===== src/rtl/oam_dma_controller.sv =====
// OAM DMA engine (FF46) and CPU bus arbiter: routes CPU accesses to the main or high port
// and steals the main port for a 160-byte OAM copy. Optional build macro: OAM_DMA_CONFLICT_EN.
module oam_dma_controller #(
  parameter int unsigned DMA_LEN      = 160,
  parameter logic [15:0] DMA_REG_ADDR = 16'hFF46
) (
  input  logic        clk,
  input  logic        reset,
  input  logic [1:0]  t_phase,
  input  logic [15:0] cpu_addr,
  input  logic [7:0]  cpu_wdata,
  input  logic        cpu_read_en,
  input  logic        cpu_write_en,
  output logic [7:0]  cpu_rdata,
  output logic [15:0] main_addr,
  output logic [7:0]  main_wdata,
  output logic        main_read_en,
  output logic        main_write_en,
  input  logic [7:0]  main_rdata,
  output logic [15:0] hi_addr,
  output logic [7:0]  hi_wdata,
  output logic        hi_read_en,
  output logic        hi_write_en,
  input  logic [7:0]  hi_rdata,
  output logic [7:0]  oam_addr,
  output logic [7:0]  oam_wdata,
  output logic        oam_write_en,
  output logic        dma_active
);

  localparam logic [1:0] T1 = 2'd0;
  localparam logic [1:0] T2 = 2'd1;
  localparam logic [1:0] T3 = 2'd2;
  localparam logic [1:0] T4 = 2'd3;
  localparam logic [7:0] LAST_IDX = 8'(DMA_LEN - 1);

  typedef enum logic [1:0] {IDLE, START, ACTIVE} state_t;

  state_t      state_q;
  logic [7:0]  src_q;
  logic [7:0]  idx_q;
  logic [7:0]  idx_d;
  logic [7:0]  data_q;
  logic [7:0]  oam_addr_q;
  logic        oam_we_q;
  logic        restart_q;
  logic        dma_active_q;

  logic        busOwned;
  logic        cpuIsReg;
  logic        cpuIsHi;
  logic        cpuIsHram;
  logic        hiAllowed;
  logic [7:0]  srcEff;
  logic [7:0]  blockedData;

  assign busOwned  = (state_q == ACTIVE);
  assign cpuIsReg  = (cpu_addr == DMA_REG_ADDR);
  assign cpuIsHi   = (cpu_addr >= 16'hFF00) && !cpuIsReg;
  assign cpuIsHram = (cpu_addr >= 16'hFF80) && (cpu_addr <= 16'hFFFE);
  assign hiAllowed = cpuIsHi && (!busOwned || cpuIsHram);
  assign srcEff    = (src_q < 8'hE0) ? src_q : (src_q - 8'h20);
  assign idx_d     = idx_q + 8'd1;

`ifdef OAM_DMA_CONFLICT_EN
  assign blockedData = data_q;
`else
  assign blockedData = 8'hFF;
`endif

  // A register write is captured at T3 but only takes effect on the FSM at T4, so the
  // in-flight byte still lands in OAM before the restart drops into START.
  always_ff @(posedge clk or posedge reset) begin
    if (reset) begin
      state_q      <= IDLE;
      src_q        <= 8'h00;
      idx_q        <= 8'h00;
      data_q       <= 8'h00;
      oam_addr_q   <= 8'h00;
      oam_we_q     <= 1'b0;
      restart_q    <= 1'b0;
      dma_active_q <= 1'b0;
    end else begin
      oam_we_q <= (t_phase == T3) && (state_q == ACTIVE);
      if (t_phase == T3) begin
        if (state_q == ACTIVE) begin
          data_q     <= main_rdata;
          oam_addr_q <= idx_q;
        end
        if (cpu_write_en && cpuIsReg) begin
          src_q     <= cpu_wdata;
          restart_q <= 1'b1;
        end
      end
      if (t_phase == T4) begin
        restart_q <= 1'b0;
        if (restart_q) begin
          state_q      <= START;
          idx_q        <= 8'h00;
          dma_active_q <= 1'b0;
        end else begin
          case (state_q)
            START: begin
              state_q      <= ACTIVE;
              dma_active_q <= 1'b1;
            end
            ACTIVE: begin
              if (idx_q == LAST_IDX) begin
                state_q      <= IDLE;
                dma_active_q <= 1'b0;
              end else begin
                idx_q <= idx_d;
              end
            end
            default: state_q <= IDLE;
          endcase
        end
      end
    end
  end

  // While the transfer owns the main port, the CPU only reaches HRAM and FF46.
  always_comb begin
    main_addr     = 16'h0000;
    main_wdata    = 8'h00;
    main_read_en  = 1'b0;
    main_write_en = 1'b0;
    hi_addr       = 16'h0000;
    hi_wdata      = 8'h00;
    hi_read_en    = 1'b0;
    hi_write_en   = 1'b0;
    cpu_rdata     = blockedData;
    if (busOwned) begin
      main_addr    = {srcEff, idx_q};
      main_read_en = (t_phase == T2) || (t_phase == T3);
    end else if (!cpuIsHi && !cpuIsReg) begin
      main_addr     = cpu_addr;
      main_wdata    = cpu_wdata;
      main_read_en  = cpu_read_en;
      main_write_en = cpu_write_en;
      cpu_rdata     = main_rdata;
    end
    if (hiAllowed) begin
      hi_addr     = cpu_addr;
      hi_wdata    = cpu_wdata;
      hi_read_en  = cpu_read_en;
      hi_write_en = cpu_write_en;
      cpu_rdata   = hi_rdata;
    end
    if (cpuIsReg) begin
      cpu_rdata = src_q;
    end
  end

  assign oam_addr     = oam_addr_q;
  assign oam_wdata    = data_q;
  assign oam_write_en = oam_we_q;
  assign dma_active   = dma_active_q;

endmodule


===== config.mk =====
export PLATFORM = sky130hd
export DESIGN_NAME = oam_dma_controller
export DESIGN_NICKNAME = d
export VERILOG_FILES = /design/src/rtl/oam_dma_controller.sv
export SDC_FILE = /design/constraint.sdc
export NUM_CORES = 1
export LEC_CHECK = 0
export ABC_AREA = 1
export CORE_MARGIN = 2
export CORE_UTILIZATION = 31
export CTS_CLUSTER_DIAMETER = 60
export DETAILED_ROUTE_END_ITERATION = 16
export DONT_BUFFER_PORTS = 1
export HOLD_SLACK_MARGIN = 0.02
export PLACE_DENSITY = 0.42
export SYNTH_ARGS = -nofsm -noshare
export SYNTH_HDL_FRONTEND = slang
export SYNTH_SLANG_ARGS = --single-unit

===== constraint.sdc =====
create_clock -name clk -period 1.65 [get_ports clk]
set_clock_uncertainty 0.05 [all_clocks]
set_input_delay 0.33 -clock clk [delete_from_list [all_inputs] [get_ports clk]]
set_output_delay 0.33 -clock clk [all_outputs]
set_load 0.01 [all_outputs]

==> impl_results.md <==
- Outcome: finished with violations
- Failing checks: setup timing
- RSZ-0062 raised after global routing: true
- DR vias/cell: 4.882
- Yosys warns: 0
- Commonest non-fill, non-tap cell in the layout: nand2_1
- Worst Hold Class: in2reg
- Area contributors post-synth: dfrtp_1, nand2_1, inv_1, nor2_1, o21ai_2
- Fill cell count: 864
- First-pass GRT wire length: 12.50 mm
- First-iteration detailed-routing DRC count: 64
- Final hold violation count: 0
- Core area: 0.008258 mm2
- CTS Buf Count: 5
- Seq/Total Area, Yosys: 0.3473
- Area share of the largest cell type after synthesis: 0.3473
- Post-route DRC violation count: 0
- Slew HR: 0.7268
- Clock latency at the later pin of the worst-skew pair: 300 ps
- Clk root buf: clkbuf_8
- Power, Total: 2389 uW
- Syn Area/Cell: 7.532 um2
- Commonest non-fill, non-tap cells in the layout: nand2_1, inv_1, dfrtp_1
- Synth cell types: 37
- PD cells: 711.4 mW/mm2
- Top Ports: 124
- Synth Cell Area: 0.002666 mm2
- FFs w/ async S/R, synth: 1.000
- Pre-CTS setup slack: -105.2 ps
- CTS tree: done
- Vias: 2,363
- Max-cap violations: 0
- Setup TNS: -9721 ps
- Initial antenna violation count: 0
- # setup viols final: 60
- Mapped Nets: 404
- CP endpoint kind: output port
- Net count, final: 429
- CTS H-tree depth: 2
- Leakage: 0.001724 uW
- Worst path required time: 1270 ps
- Largest net degree at the start of global routing: 33
- Gr ovfl total: 0
- Area Overhead vs Synth: 25.95%
- Critical setup path kind: reg2out
- Final wirelength: 8.147 mm
- Layout cell share with drive strength beyond 1: 0.3562
- Post-layout util: 0.4067
- Gpl congestion: 0.8370
- HPWL after DPL: 6.280 mm
- Placement row count: 33
- Top FF cell, synth: dfrtp_1
- Total GRT Usage: 0.1684
- Port-buffer cells: 0
- Critical path fanouts, max: 18
- Antenna-violating nets left: 0
- WP data arrival: 1460 ps
- Post-synth EDFFs: 0
- Synth Instances: 354
- Width of the chip: 96.74 um
- Die area: 0.009359 mm2
- Die Y: 96.74 um
- Clock buffer depth: 2
- CP Launch Type: flop
- Initial Utilization: 0.3229
- Dpl cells: 470
- Synthesis-stage register bit count: 37
- Fin. max-slew vios: 0
- Total clock sinks: 37
- Worst Max-Slew Pin Slew: 409.8 ps
- Layout Cells excl Fill: 484
- Routed len/inst: 16.83 um
- N_diodes: 0
- VDD IR max: 0.0003337 V
- Fin crit share: 1.117
- Fmax: 542.5 MHz
- Worst setup margin: -193.5 ps
- Vias in the first global route: 2,289
- Clock-pin transition on the worst setup and hold timing paths: 80 ps
- DRT Pass-1 Iters: 4
- Final Critical Period: 1843 ps
- Synth area leader: dfrtp_1
## critical path, stage by stage (launching register included)
cell     delay (ps)
dfrtp_1         390
inv_2            80
nor2_4           40
buf_12          130
nor2_8          160
inv_8           100
o22ai_1         120
buf_4           140
## per-layer routing
metal	GRT usage	vias up	routed length [um]
li1	-	1159	-
met1	0.2278	1093	3710
met2	0.2682	99	3774
met3	0.03685	12	513
met4	0.05417	0	148
met5	0	-	0
## registers in the layout, indices dropped and copies added, names as in the netlist
| signal | cells |
|---|---|
| idx_q | 8 |
| state_q | 2 |
| oam_write_en | 1 |
| oam_addr | 8 |
| dma_active | 1 |
| src_q | 8 |
| oam_wdata | 8 |
| restart_q | 1 |
## synth_stat cells, types with 5 or more instances
cell	number
o21ai_2	14
o22ai_1	9
nand2_1	90
a22o_1	7
inv_1	56
o21ai_1	10
nor2_2	9
nor2_1	35
inv_2	5
dfrtp_1	37
nand3_1	24
nor2_4	10
## through the flow
stage	hold WS, ps	area [um2]
floorplan	391.9	2666
finish	150.9	3358
detailed placement	205.5	2930
CTS	141.6	3166
global route	153.3	3358
global placement	206.4	2930
## repair_timing
action                     4_1_cts  5_1_grt
gates cloned                     0        1
hold buffers                     1        0
buffers inserted                 4        1
setup endpoints to repair       60       70
resized for setup               28       34
hold endpoints to repair        37        0
pin swaps                        3       12
## report_power, final
group / total (uW) / internal (uW) / switching [uW]
registers: 1210 / 1050 / 161
clock network: 679 / 332 / 347
logic: 497 / 211 / 286
## area by class of cell
cell class	count	area, um2	share of cell area
tap	105	131.4	0.03912
multi-input combinational	243	1643	0.4892
inverter	62	247.7	0.07377
clock buffer	7	86.33	0.02571
timing repair buffer	30	324.1	0.09650
sequential	37	925.9	0.2757
## cells by family (layout without fill, tap and decap cells)
logic type                 after synthesis  count (layout)  synth area share
DFF                                     37              37            0.3473
buffers and inverters                   74              99            0.1276
adders and majority gates                4               4           0.01877
AOI/OAI and AO/OA                       46              46            0.1258
and+or+nand+nor                        191             191            0.3740
xor gates and xnor gates                 2               2          0.006571
## path summary, 6_finish.rpt
check | startpoint | to | slack [ps] | cells past startpoint
max in group asynchronous | reset | state_q[1] | 750 | 3
worst max register to register | idx_q[0] | idx_q[6] | 130 | 8
min in group asynchronous | reset | oam_wdata[5] | 450 | 3
worst min-delay path | main_rdata[6] | oam_wdata[6] | 150 | 2
worst min register to register | state_q[1] | state_q[1] | 460 | 2
worst max-delay path | state_q[1] | main_read_en | -190 | 7
Power figures use the tool's default switching activity.
